===== config.mk =====
export PLATFORM = sky130hd
export DESIGN_NAME = secuenciador_alu
export DESIGN_NICKNAME = d
export VERILOG_FILES = /design/src/rtl/secuenciador_alu.sv
export SDC_FILE = /design/constraint.sdc
export NUM_CORES = 1
export LEC_CHECK = 0
export CORE_MARGIN = 4
export CORE_UTILIZATION = 28
export DETAILED_ROUTE_END_ITERATION = 10
export SLEW_MARGIN = 0
export SYNTH_ARGS = -nofsm -noshare
export SYNTH_HDL_FRONTEND = slang
export SYNTH_SLANG_ARGS = --single-unit
export TNS_END_PERCENT = 50

===== constraint.sdc =====
create_clock -name clk -period 4 [get_ports clk]
set_input_delay 0.8 -clock clk [delete_from_list [all_inputs] [get_ports clk]]
set_output_delay 0.8 -clock clk [all_outputs]
set_load 0.01 [all_outputs]

===== src/rtl/secuenciador_alu.sv =====
// secuenciador_alu: arithmetic sequencer between the command parser and the math units.
// Takes one request at a time, computes + and - locally, and dispatches *, / and s to the
// iterative units. The result and its error code are returned through a valid/accept
// handshake.
//
// Ports:
//   clk, rst_n                       clock, asynchronous active-low reset
//   sol_valida/sol_lista             request handshake (ready only in REPOSO)
//   sol_op, sol_a, sol_b             ASCII opcode and unsigned 16-bit operands
//   res_valido/res_aceptado          result handshake
//   res_dato, res_error              32-bit result; error 0 ok, 1 div/0, 2 bad op, 3 timeout
//   ocupado                          high outside REPOSO
//   op_a, op_b                       operands driven to the units
//   start_mult/div/raiz              registered one-cycle start pulses
//   fin_mult/div/raiz                unit done flags (level or pulse)
//   res_mult, res_div, res_raiz      unit results
//
// Optional feature: define SECUENCIADOR_ALU_WATCHDOG_EN to abort ESPERA after
// TIMEOUT_CICLOS cycles with error 3.
module secuenciador_alu #(
  parameter int unsigned TIMEOUT_CICLOS = 4096
) (
  input  logic        clk,
  input  logic        rst_n,
  input  logic        sol_valida,
  output logic        sol_lista,
  input  logic [7:0]  sol_op,
  input  logic [15:0] sol_a,
  input  logic [15:0] sol_b,
  output logic        res_valido,
  input  logic        res_aceptado,
  output logic [31:0] res_dato,
  output logic [1:0]  res_error,
  output logic        ocupado,
  output logic [15:0] op_a,
  output logic [15:0] op_b,
  output logic        start_mult,
  output logic        start_div,
  output logic        start_raiz,
  input  logic        fin_mult,
  input  logic        fin_div,
  input  logic        fin_raiz,
  input  logic [31:0] res_mult,
  input  logic [31:0] res_div,
  input  logic [15:0] res_raiz
);

  localparam logic [7:0] OpSuma  = 8'h2B;  // '+'
  localparam logic [7:0] OpResta = 8'h2D;  // '-'
  localparam logic [7:0] OpMult  = 8'h2A;  // '*'
  localparam logic [7:0] OpDiv   = 8'h2F;  // '/'
  localparam logic [7:0] OpRaiz  = 8'h73;  // 's'

  typedef enum logic [2:0] {
    StReposo, StDespacho, StArranque, StEspera, StEntrega
  } estado_e;

  estado_e     estado_q, estado_d;
  logic [7:0]  op_q, op_d;
  logic [15:0] op_a_q, op_a_d, op_b_q, op_b_d;
  logic [31:0] res_dato_q, res_dato_d;
  logic [1:0]  res_error_q, res_error_d;
  logic        start_mult_q, start_mult_d;
  logic        start_div_q, start_div_d;
  logic        start_raiz_q, start_raiz_d;

  // Done flag and result of the unit that was actually dispatched; others are ignored.
  logic        fin_sel;
  logic [31:0] res_sel;

  always_comb begin
    fin_sel = 1'b0;
    res_sel = 32'd0;
    case (op_q)
      OpMult: begin fin_sel = fin_mult; res_sel = res_mult;             end
      OpDiv:  begin fin_sel = fin_div;  res_sel = res_div;              end
      OpRaiz: begin fin_sel = fin_raiz; res_sel = {16'd0, res_raiz};    end
      default: ;
    endcase
  end

`ifdef SECUENCIADOR_ALU_WATCHDOG_EN
  localparam int unsigned WdW = $clog2(TIMEOUT_CICLOS + 1);
  logic [WdW-1:0] wd_q, wd_d;
  logic           wd_expira;
  assign wd_expira = (wd_q == WdW'(TIMEOUT_CICLOS - 1));
`endif

  always_comb begin
    estado_d     = estado_q;
    op_d         = op_q;
    op_a_d       = op_a_q;
    op_b_d       = op_b_q;
    res_dato_d   = res_dato_q;
    res_error_d  = res_error_q;
    start_mult_d = 1'b0;
    start_div_d  = 1'b0;
    start_raiz_d = 1'b0;
`ifdef SECUENCIADOR_ALU_WATCHDOG_EN
    wd_d         = wd_q;
`endif
    unique case (estado_q)
      StReposo: begin
        if (sol_valida) begin
          op_d     = sol_op;
          op_a_d   = sol_a;
          op_b_d   = sol_b;
          estado_d = StDespacho;
        end
      end
      StDespacho: begin
        res_error_d = 2'd0;
        case (op_q)
          OpSuma: begin
            res_dato_d = {16'd0, op_a_q} + {16'd0, op_b_q};
            estado_d   = StEntrega;
          end
          OpResta: begin
            res_dato_d = {16'd0, op_a_q} - {16'd0, op_b_q};
            estado_d   = StEntrega;
          end
          OpMult: begin
            start_mult_d = 1'b1;
            estado_d     = StArranque;
          end
          OpRaiz: begin
            start_raiz_d = 1'b1;
            estado_d     = StArranque;
          end
          OpDiv: begin
            if (op_b_q != 16'd0) begin
              start_div_d = 1'b1;
              estado_d    = StArranque;
            end else begin
              res_dato_d  = 32'd0;
              res_error_d = 2'd1;
              estado_d    = StEntrega;
            end
          end
          default: begin
            res_dato_d  = 32'd0;
            res_error_d = 2'd2;
            estado_d    = StEntrega;
          end
        endcase
      end
      StArranque: begin
        // Guard cycle: a done flag still high from the previous operation is not taken.
`ifdef SECUENCIADOR_ALU_WATCHDOG_EN
        wd_d = '0;
`endif
        estado_d = StEspera;
      end
      StEspera: begin
        if (fin_sel) begin
          res_dato_d  = res_sel;
          res_error_d = 2'd0;
          estado_d    = StEntrega;
`ifdef SECUENCIADOR_ALU_WATCHDOG_EN
        end else if (wd_expira) begin
          res_dato_d  = 32'd0;
          res_error_d = 2'd3;
          estado_d    = StEntrega;
        end else begin
          wd_d = wd_q + WdW'(1);
`endif
        end
      end
      StEntrega: begin
        if (res_aceptado) estado_d = StReposo;
      end
      default: estado_d = StReposo;
    endcase
  end

  always_ff @(posedge clk or negedge rst_n) begin
    if (!rst_n) begin
      estado_q     <= StReposo;
      op_q         <= 8'd0;
      op_a_q       <= 16'd0;
      op_b_q       <= 16'd0;
      res_dato_q   <= 32'd0;
      res_error_q  <= 2'd0;
      start_mult_q <= 1'b0;
      start_div_q  <= 1'b0;
      start_raiz_q <= 1'b0;
`ifdef SECUENCIADOR_ALU_WATCHDOG_EN
      wd_q         <= '0;
`endif
    end else begin
      estado_q     <= estado_d;
      op_q         <= op_d;
      op_a_q       <= op_a_d;
      op_b_q       <= op_b_d;
      res_dato_q   <= res_dato_d;
      res_error_q  <= res_error_d;
      start_mult_q <= start_mult_d;
      start_div_q  <= start_div_d;
      start_raiz_q <= start_raiz_d;
`ifdef SECUENCIADOR_ALU_WATCHDOG_EN
      wd_q         <= wd_d;
`endif
    end
  end

  assign sol_lista  = (estado_q == StReposo);
  assign ocupado    = (estado_q != StReposo);
  assign res_valido = (estado_q == StEntrega);
  assign res_dato   = res_dato_q;
  assign res_error  = res_error_q;
  assign op_a       = op_a_q;
  assign op_b       = op_b_q;
  assign start_mult = start_mult_q;
  assign start_div  = start_div_q;
  assign start_raiz = start_raiz_q;

endmodule


# Word-level counts from Yosys, hierarchy flattened

Cells that the tools add are included.

RAM bits: 0
Bits in registers: 80
ROM bits: 0
Logic and storage cells: 58
Memories kept: 0
Output and inout port bits: 72
Bits in latches: 0

$lt $le $gt $ge: 0
$add $sub $neg: 2
Bitwise gates (word level): 0
Shift operators: 0
Reductions and logical operators: 10
Muxes and demuxes: 23
Multipliers: 0
Eq/ne operators: 14
Divide/modulo/power cells: 0

Operators by type and width:

| operator             | number |
|---|---|
| $pmux W32 S4         | 1 |
| $pmux W32 S3         | 1 |
| $mux W32             | 2 |
| $pmux W32 S2         | 1 |
| $eq A8 B6 Y1 const B | 4 |
| $add A16 B16 Y17     | 1 |
| $sub A16 B16 Y17     | 1 |
| $reduce_bool A16 Y1  | 1 |
| $pmux W3 S5          | 1 |
| $mux W3              | 4 |
| $eq A8 B7 Y1 const B | 1 |
| $mux W1              | 8 |
| $pmux W2 S2          | 2 |
| $eq A3 B2 Y1 const B | 2 |
| $ne A2 B2 Y1 const B | 3 |
| $pmux W3 S2          | 1 |
| $reduce_and A2 Y1    | 2 |
| $reduce_and A4 Y1    | 1 |
| $reduce_or A4 Y1     | 1 |
| $eq A3 B1 Y1 const B | 1 |
| $eq A3 B3 Y1 const B | 1 |
| $logic_not A3 Y1     | 1 |
| $ne A3 B3 Y1 const B | 1 |
| $pmux W1 S3          | 1 |
| 6 further kinds      | 6 |

# Logic depth before layout (Yosys ltp)

Depth in word-level cells: 4
Mapped depth: 11
Depth with buffers taken out: 11

# Least setup slack after synthesis

Ideal clock, no wire load.

Path kind: reg-to-reg
From: register op_b_q[0] (netlist: op_b[0])
To: register res_dato_q[14] (netlist: res_dato[14])
Path slack: 1308 ps
Setup time: 104 ps
Arrival time: 2588 ps
Buffers on the path: 0
Cell stages (with the launch flop): 12
Cell sequence: dfrtp_1 > ha_1 > inv_1 > fa_1 > o21bai_1 > a21oi_1 > o31ai_2 > a2111oi_2 > o31ai_1 > a22oi_1 > a211o_1 > o311ai_1

Cells in the longest elaborated chain, start to end: 3
Elaborated cells between the ends (all ways): 7
Those cells by class: add/sub: 2; eq/ne: 1; mux: 2; reduce/logical: 2

RTL lines:

| item                                              | line | source |
|---|---|---|
| start, declared                                   | 60   | `logic [15:0] op_a_q, op_a_d, op_b_q, op_b_d;` |
| start signal, assigned                            | 194  | `op_b_q <= op_b_d;` |
| $sub A16 B16 Y17, or another cell as far along    | 119  | `res_dato_d = {16'd0, op_a_q} - {16'd0, op_b_q};` |
| $pmux W32 S4 or $ne A3 B3 Y1 (tied branches)      | --   |  |
| $pmux W32 S2 or $reduce_and A4 Y1 (tied branches) | --   |  |
| end signal, assigned                              | 195  | `res_dato_q <= res_dato_d;` |
| end, declared                                     | 61   | `logic [31:0] res_dato_q, res_dato_d;` |

Several ways; a longest one is shown, not always the timed one.
A chain may end at the register's enable or synchronous reset.

# Worst setup path after layout

From: register op_b_q[0] (netlist: op_b[0])
To: register res_dato_q[16] (netlist: res_dato[16])

Same word-level chain as after synthesis.

==> results.md <==
- Avg Cell Area, Syn: approximately 9.3 um2
- Routability cong.: 0.810
- Setup TNS: 0 ns
- Drt drc: 0
- Reg2reg end: res_dato[16]$_DFFE_PN0P_
- CTS Sinks: 80
- Crit path kind: reg2reg
- CTS buffer count: 9
- Clock Tree Root: clkbuf_16
- Post-synthesis register bit count: 80
- Initial DRC Count: 334
- Ant diodes: 0
- Dpl cells: 984
- Clk_skew: 0.00619 ns
- Startpoint types: register
- Crit Path Max Fanout: 16
- Top cells by area, synth: dfrtp_1 37%, ha_1 7.7%, nand2_1 4.7%
- Min-delay worst type: reg2reg
- Slack of the critical path: 0.923 ns
- Setup Fix Bufs, Post-CTS: 0
- Slew HR: 48.0%
- Worst-Margin Slew: 0.774 ns
- IO Pins: a little under 200
- I/O Buffers: 198
- RSZ-0062 raised after global routing: no
- Area post-placement: 7560 um2
- WP data arrival: 3.32 ns
- Async set-or-reset flop fraction in the synthesized netlist: 100%
- Post-synthesis sequential area ratio: 37.4%
- Number of synthesized flops with an enable pin: 0
- Final wirelength: 18.9 mm
- Largest net degree at the start of global routing: 60
- Post-DP HPWL: 14.7 mm
- Fin crit period: 3.08 ns
- Yosys top cell area share: 37.4%
- Finished Layout Cells: 999
- # setup viols final: 0
- Pwr/cell area: 711 nW/um2
- Area grow syn2layout: 46.5%
- # H-tree levels: 3
- Worst Setup EP: res_dato[16]$_DFFE_PN0P_
- Initial antenna violation count: 0
- Longest Clk Path Bufs: 2
- Worst R2R Path Depth: 11
- Post-synth top flop: dfrtp_1
- Cells after synthesis: 577
- Hold Slack: 0.479 ns
- Number of global-route vias before repair: ~5200
- Drt wl/cell: 19.0 um
- Vias per Instance: 5.14
- DIE WIDTH: 146 um
- Final hold violation count: 0
- Busiest grt layer: met2
- Max-cap violations: 0
- Via count: 5136
- Syn. warnings: 0
- Cell Rows: 50
- Core area: 18800 um2
- Setup slack at placement: 0.980 ns
- Post-CTS Hold Buffers: 0
- Critical R2R Launch: op_b[0]$_DFFE_PN0P_
- DRT Pass-1 Iters: 7
- Global Route met3 Usage: 6.67%
- Outcome: finished clean
- Synth area leader: dfrtp_1
- Worst-skew pair later-pin latency: ~0.35 ns
- Global-route wire length before repair: 30.2 mm
- Final instance area: between 7000 and 8000 um2
- TritonCTS clock tree: yes
- Req. time, crit path: roughly 4.2 ns
- R2R setup slack: a little over 0.9 ns
- Final Max Slew Viols: 0
- Starting Density: 28.5%
- Grt met2 use: 26.6%
- Die Span Y: about 150 um
- F_max: between 0.3 and 0.4 GHz
- Synth Net Count: 739
- Die area: between 20000 and 25000 um2
- Tot GR Track Use: 17.9%
- Antenna-violating nets left: 0
- Final Net Count: between 900 and 1000
- Share of cells above drive strength 1: 10.1%
- CP endpoint kind: register
- Leak: 0.00313 uW
- Post-CTS resize count: 0
- Total gr overflow: 0
- Met1 usage: 24.7%
- CP startpoint: op_b[0]$_DFFE_PN0P_
- Final period utilization: 76.9%
- Synth Cell Area: 5350 um2
- Maximum vdd ir drop: 0.000521 V
- Clk pin slew, worst setup/hold paths: 0.06 ns
- Post-synthesis cell type count: 64
## cell type report
| type | instances | area, um2 |
|---|---|---|
| multi-input cells | 429 | 3080 |
| inverters | 31 | 116 |
| clock inverters | 5 | 33.8 |
| clock buffers | 10 | 239 |
| well taps | 234 | 293 |
| fillers | 1882 | 10900 |
| repair buffers | 210 | 2070 |
| flip-flops and latches | 80 | 2000 |
## critical path, cell delays in order, from the launching register on
cell	delay, ns
dfrtp_1	0.45
ha_1	0.22
fa_1	0.42
nor2b_1	0.17
o211ai_1	0.13
a22o_1	0.28
o21ai_1	0.32
nand2b_1	0.11
a21oi_2	0.12
buf_4	0.28
o21ai_0	0.23
a22o_1	0.22
## placed cells by master (no fill, tap or decap), types with 7 or more instances in the layout
| cell type | n |
|---|---|
| a21oi_1 | 34 |
| a221oi_1 | 17 |
| a222oi_1 | 10 |
| a31oi_1 | 8 |
| buf_4 | 13 |
| clkbuf_16 | 9 |
| clkdlybuf4s50_1 | 197 |
| dfrtp_1 | 80 |
| ha_1 | 33 |
| inv_1 | 30 |
| mux2_2 | 21 |
| nand2_1 | 67 |
| nand2b_1 | 8 |
| nand3_1 | 9 |
| nor2_1 | 26 |
| nor2b_1 | 7 |
| nor3_1 | 14 |
| nor4_1 | 7 |
| o21ai_0 | 32 |
| o21ai_1 | 14 |
| o31ai_1 | 12 |
| o31ai_2 | 11 |
## sequential cells by signal (all words and copies together), names as in the netlist
| register | count |
|---|---|
| start_mult | 1 |
| res_error | 2 |
| res_dato | 32 |
| op_a | 16 |
| op_b | 16 |
| estado_q | 3 |
| start_div | 1 |
| op_q | 8 |
| start_raiz | 1 |
## power by group
group	switching, uW	internal [uW]	leakage (uW)	total [uW]
Combinational	1870	1560	0.00198	3430
Clock	334	432	0.000130	766
Sequential	296	1080	0.00102	1380
## metal layers
metal  wire [um]  share of wire [%]  vias to the layer above
met3        1570                8.3                       19
met4         297                1.6                        0
li1            -                  -                     2528
met2        8060                 43                      187
met1        9010                 48                     2402
met5           0                  0                        -
## logic make-up after synthesis
| family | synth area share (%) |
|---|---|
| simple gates | 15.5 |
| buf+inv | 5.29 |
| flops | 37.4 |
| compound gates | 27.1 |
| xor+xnor | 0.983 |
| mux | 5.17 |
| fa+ha+maj | 8.47 |
## cells in the mapped netlist, types with 7 or more instances
master	number
nand2_1	67
clkbuf_1	24
inv_1	30
nand3_1	9
dfrtp_1	80
nor2b_1	7
a222oi_1	10
buf_2	7
nor2_1	26
mux2_2	21
ha_1	33
a21oi_1	35
nor3_1	14
o21ai_0	32
nand2b_1	8
a221oi_1	17
o21ai_1	14
o31ai_1	12
o31ai_2	11
a31oi_1	8
nor4_1	8
## through the flow
step / power (uW) / utilization [%]
after global routing: 6060 / 41.7
after global placement: 4780 / 40.3
after CTS: 5600 / 41.7
final: 5570 / 41.7
after detailed placement: 4800 / 40.3
after floorplan: 3540 / -
## worst min path at each step
| stage | start | to | slack (ns) | depth (start not counted) |
|---|---|---|---|---|
| floorplan | estado_q[2]$_DFFE_PN0P_ | estado_q[1]$_DFFE_PN0P_ | 0.47 | 1 |
| global placement | res_dato[19]$_DFFE_PN0P_ | res_dato[19]$_DFFE_PN0P_ | 0.46 | 2 |
| detailed placement | res_dato[19]$_DFFE_PN0P_ | res_dato[19]$_DFFE_PN0P_ | 0.47 | 2 |
| CTS | res_dato[19]$_DFFE_PN0P_ | res_dato[19]$_DFFE_PN0P_ | 0.48 | 2 |
| global route | res_dato[17]$_DFFE_PN0P_ | res_dato[17]$_DFFE_PN0P_ | 0.52 | 2 |
| finish | res_dato[19]$_DFFE_PN0P_ | res_dato[19]$_DFFE_PN0P_ | 0.48 | 2 |
(Power assumes the default switching activity.)
==> edit 1: new RTL, config.mk and constraints unchanged <==
Register the input `fin_div` before use, without a reset. The logic sees it one clock later. The other inputs are not delayed to match.
--- a/src/rtl/secuenciador_alu.sv
+++ b/src/rtl/secuenciador_alu.sv
@@ -55,6 +55,12 @@
     StReposo, StDespacho, StArranque, StEspera, StEntrega
   } estado_e;
 
+  logic fin_div_q;
+
+  always_ff @(posedge clk) begin
+    fin_div_q <= fin_div;
+  end
+
   estado_e     estado_q, estado_d;
   logic [7:0]  op_q, op_d;
   logic [15:0] op_a_q, op_a_d, op_b_q, op_b_d;
@@ -73,7 +79,7 @@
     res_sel = 32'd0;
     case (op_q)
       OpMult: begin fin_sel = fin_mult; res_sel = res_mult;             end
-      OpDiv:  begin fin_sel = fin_div;  res_sel = res_div;              end
+      OpDiv:  begin fin_sel = fin_div_q;  res_sel = res_div;              end
       OpRaiz: begin fin_sel = fin_raiz; res_sel = {16'd0, res_raiz};    end
       default: ;
     endcase
Behaviour: not the same (Yosys sat finds a counterexample within 10 cycles, from zero or initial values and one cycle with rst_n low).
==> edit 1 against the original RTL <==
Final cell count up 3.2%; global-route usage down 0.45 points; synthesized area up 1.6%; clock skew up 0.0028 ns; critical endpoint unchanged; routed wire length up 1.3%; worst setup slack better by 0.099 ns; critical path depth down 4; sequential cell count up 1; cell area up 1.7%; maximum frequency up 3.3%.
Power is left out: it rests on default switching activity, and per cell area and clock period it moved more than threefold.
==> edit 1: results (changes against the original RTL) <==
WHS Endpoint=res_dato[8] (was res_dato[19]); top cells by count, synth=dfrtp_1 (80), nand2_1 (50), o21ai_0 (43) (was dfrtp_1 (80), nand2_1 (67), a21oi_1 (35)); met2 usage=0.252 (was 0.266); Non-clock buffer share=0.256 (was 0.264); Worst path slowest cell=nor3_4 (was dfrtp_1); Routability Congestion=0.885 (was 0.810); compound-cell area share of the yosys netlist=0.274 (was 0.271); critical path's top delay family=simple AND/OR/NAND/NOR gates (was compound AO/OA/AOI/OAI gates); First-pass DRT Iterations=6 (was 7); Multi-input comb cells=436 (was 429); multiplexer area fraction after synthesis=0.0495 (was 0.0517); met1 usage=0.248 (was 0.247); Plain + repair buffers=206 (was 210); met3 WL=1.95 mm (was 1.57 mm); WL met1=9.25 mm (was 9.01 mm); Vias=5328 (was 5136); sequential share of cell area=0.254 (was 0.256); hold_ws=0.484 ns (was 0.479 ns); Clock Sinks=81 (was 80); arrival time at the worst endpoint=3.25 ns (was 3.32 ns); vias in the first global route=5236 (was 5246); fill cell count=1916 (was 1882); GR Util All Layers=0.174 (was 0.179); Placed Area=0.00766 mm² (was 0.00756 mm²); Worst R2R Path Depth=7 (was 11); HPWL after DPL=14.9 mm (was 14.7 mm); Die X=147 µm (was 146 µm); Synth Area in XOR/XNOR=0.00968 (was 0.00983); Hold Crit Start=res_dato[8] (was res_dato[19]); Post-Synth Adder-Cell Area=0.0834 (was 0.0847); layout cell share with drive strength beyond 1=0.0778 (was 0.101); Area contributors post-synth=dfrtp_1 (37%), ha_1 (7.6%), mux2_2 (4.8%) (was dfrtp_1 (37%), ha_1 (7.7%), nand2_1 (4.7%)); register area share after synthesis=0.372 (was 0.374); area of the multi-input gates=0.00316 mm² (was 0.00308 mm²); status=complete, no violations (unchanged); routed wl met2=7.70 mm (was 8.06 mm); M3 GR Usage=0.0632 (was 0.0667); final net count=928 (was 923); Crit Path Max Fanout=22 (was 16); Avg WL per Cell=18.6 µm (was 19.0 µm)
[edit 1: changes by cell type after synthesis, moves of 10 or more]
cell | unedited run | this run
o31ai_2 | 11 | 0
o21ai_1 | 14 | 2
a221oi_1 | 17 | 3
a21oi_1 | 35 | 25
nor2_1 | 26 | 40
a221o_1 | 6 | 22
a22o_1 | 2 | 15
nand2_1 | 67 | 50
o21ai_0 | 32 | 43
[edit 1: worst max-delay path by stage]
stage / startpoint / endpoint / slack (ns) / depth (start not counted)
floorplan: op_b[0] / res_dato[8] / 1.46 / 10
global placement: fin_raiz / res_dato[12] / 0.97 / 8
detailed placement: fin_raiz / res_dato[12] / 0.91 / 8
CTS: op_q[4] / res_dato[16] / 1.01 / 7
global route: op_q[4] / res_dato[16] / 0.77 / 7
finish: op_q[4] / res_dato[16] / 1.02 / 7
[edit 1: worst min-delay path: cells and delay by family, from the launching register on]
kind             cells  cell delay [ns]
flip-flops           1             0.34
AO/OA/AOI/OAI        1             0.06
AND/OR/NAND/NOR      1             0.05
==> edit 2: new RTL, same settings <==
Without the edit above. Add a define of `SECUENCIADOR_ALU_WATCHDOG_EN`.
--- a/src/rtl/secuenciador_alu.sv
+++ b/src/rtl/secuenciador_alu.sv
@@ -17,6 +17,8 @@
 //
 // Optional feature: define SECUENCIADOR_ALU_WATCHDOG_EN to abort ESPERA after
 // TIMEOUT_CICLOS cycles with error 3.
+`define SECUENCIADOR_ALU_WATCHDOG_EN
+
 module secuenciador_alu #(
   parameter int unsigned TIMEOUT_CICLOS = 4096
 ) (
Formal check against the unedited RTL: same outputs for any inputs over 4 cycles, from zero or initial values and one cycle with rst_n low; that may be too few to reach the edited logic, so the function may still have changed.
==> edit 2 against the original RTL <==
Sequential cell count increased by 13; synthesized area rose by 12%; critical path type unchanged; worst setup slack improved by 0.092 ns; cell area up 8.8%; maximum frequency grew 3.1%; routed wire length rose by 7.8%.
Power is not compared: it rests on default switching activity, and its combinational part moved more than twofold at a synthesized area within 25%.
==> edit 2: results (changes against the original RTL) <==
status=complete, no violations (unchanged); vias in the first global route=5617 (was 5246); Top FF cell, synth=dfrtp_1 (unchanged); fill cell count=2124 (was 1882); Crit Path Max Fanout=6 (was 16); syn_nets=812 (was 739); Placed Area=0.00820 mm² (was 0.00756 mm²); max reg flops=32 (unchanged); largest net degree at the start of global routing=74 (was 60); hold path depth=2 (unchanged); Area contributors post-synth=dfrtp_1 (39%), ha_1 (7.1%), nor2_1 (4.8%) (was dfrtp_1 (37%), ha_1 (7.7%), nand2_1 (4.7%)); WL final=20.4 mm (was 18.9 mm); met3 WL=1.47 mm (was 1.57 mm); met2 usage=0.261 (was 0.266); top cells by count, synth=dfrtp_1 (93), nor2_1 (76), nand2_1 (62) (was dfrtp_1 (80), nand2_1 (67), a21oi_1 (35)); area of the multi-input gates=0.00334 mm² (was 0.00308 mm²); slew margin rel.=0.325 (was 0.480); post-synth cell types=78 (was 64); WL met1=9.48 mm (was 9.01 mm); register area share after synthesis=0.389 (was 0.374); CTS root buf=clkbuf_16 (unchanged); final std cells w/o fill=1108 (was 999); critical path's top delay family=compound AO/OA/AOI/OAI gates (unchanged); HPWL after DPL=15.7 mm (was 14.7 mm); routed wl met2=9.12 mm (was 8.06 mm); Reg clk slew, reported paths=0.07 ns; layout cell share with drive strength beyond 1=0.0876 (was 0.101); Worst path slowest cell=dfrtp_1 (unchanged); slowest cell delay on critical path=0.45 ns (about the same); M3 GR Usage=0.0411 (was 0.0667); Cells after Synth=649 (was 577); First-pass DRT Iterations=5 (was 7); Routability Congestion=0.851 (was 0.810); final net count=991 (was 923); first-pass GRT wire length=31.7 mm (was 30.2 mm); Num CTS Buffers=9 (unchanged); Iter 0 DRT Violations=530 (was 334); Fin Clk Skew=0.0129 ns (was 0.00619 ns); met1 usage=0.229 (was 0.247); arrival time at the worst endpoint=3.18 ns (was 3.32 ns); via/cell ratio=5.09 (was 5.14); GR Util All Layers=0.167 (was 0.179)
-- edit 2: final timing paths --
path / startpoint / end / slack (ns)
min in group asynchronous: rst_n / op_a[11] / 0.61
max: op_b[0] / res_dato[10] / 1.02
max in group asynchronous: rst_n / res_dato[30] / 2.65
min reg2reg: wd_q[12] / wd_q[12] / 0.51
max reg2reg: op_b[0] / res_dato[10] / 1.02
min: wd_q[12] / wd_q[12] / 0.51
-- edit 2: cell families (layout without fill, tap and decap cells) --
family / count (synthesis) / after routing / synth area share
buffers and inverters: 72 / 256 / 0.0541
DFF: 93 / 93 / 0.389
muxes: 22 / 22 / 0.0414
adders and majority gates: 36 / 36 / 0.0778
and+or+nand+nor: 210 / 210 / 0.173
xor gates and xnor gates: 18 / 18 / 0.0263
AOI/OAI and AO/OA: 198 / 198 / 0.238
-- edit 2: through the flow --
step / hold WS (ns) / total power (µW) / setup WS, ns
after detailed placement: 0.500 / 1110 / 1.03
after floorplan: 0.477 / 959 / 1.24
final: 0.510 / 2040 / 1.02
after global routing: 0.542 / 2120 / 0.831
after CTS: 0.508 / 2070 / 1.01
after global placement: 0.479 / 1100 / 1.11
-- edit 2: tightest hold or removal path: stages (launching register included) --
cell     delay (ns)
dfrtp_1        0.38
nand2_1        0.06
a31oi_1        0.04
-- edit 2: cell type report --
class | count | share of cell area
Sequential cell | 93 | 0.273
Timing Repair Buffer | 208 | 0.242
Multi-Input combinational cell | 484 | 0.392
Clock buffer | 11 | 0.0285
Clock inverter | 5 | 0.00968
Inverter | 32 | 0.0141
Tap cell | 275 | 0.0403
-- edit 2: report_power, final --
part | internal, µW | switching, µW | leakage [µW]
sequential | 940 | 0 | 0.00116
combinational | 108 | 37.2 | 0.00217
clock | 568 | 384 | 0.000160
total | 1620 | 421 | 0.00350
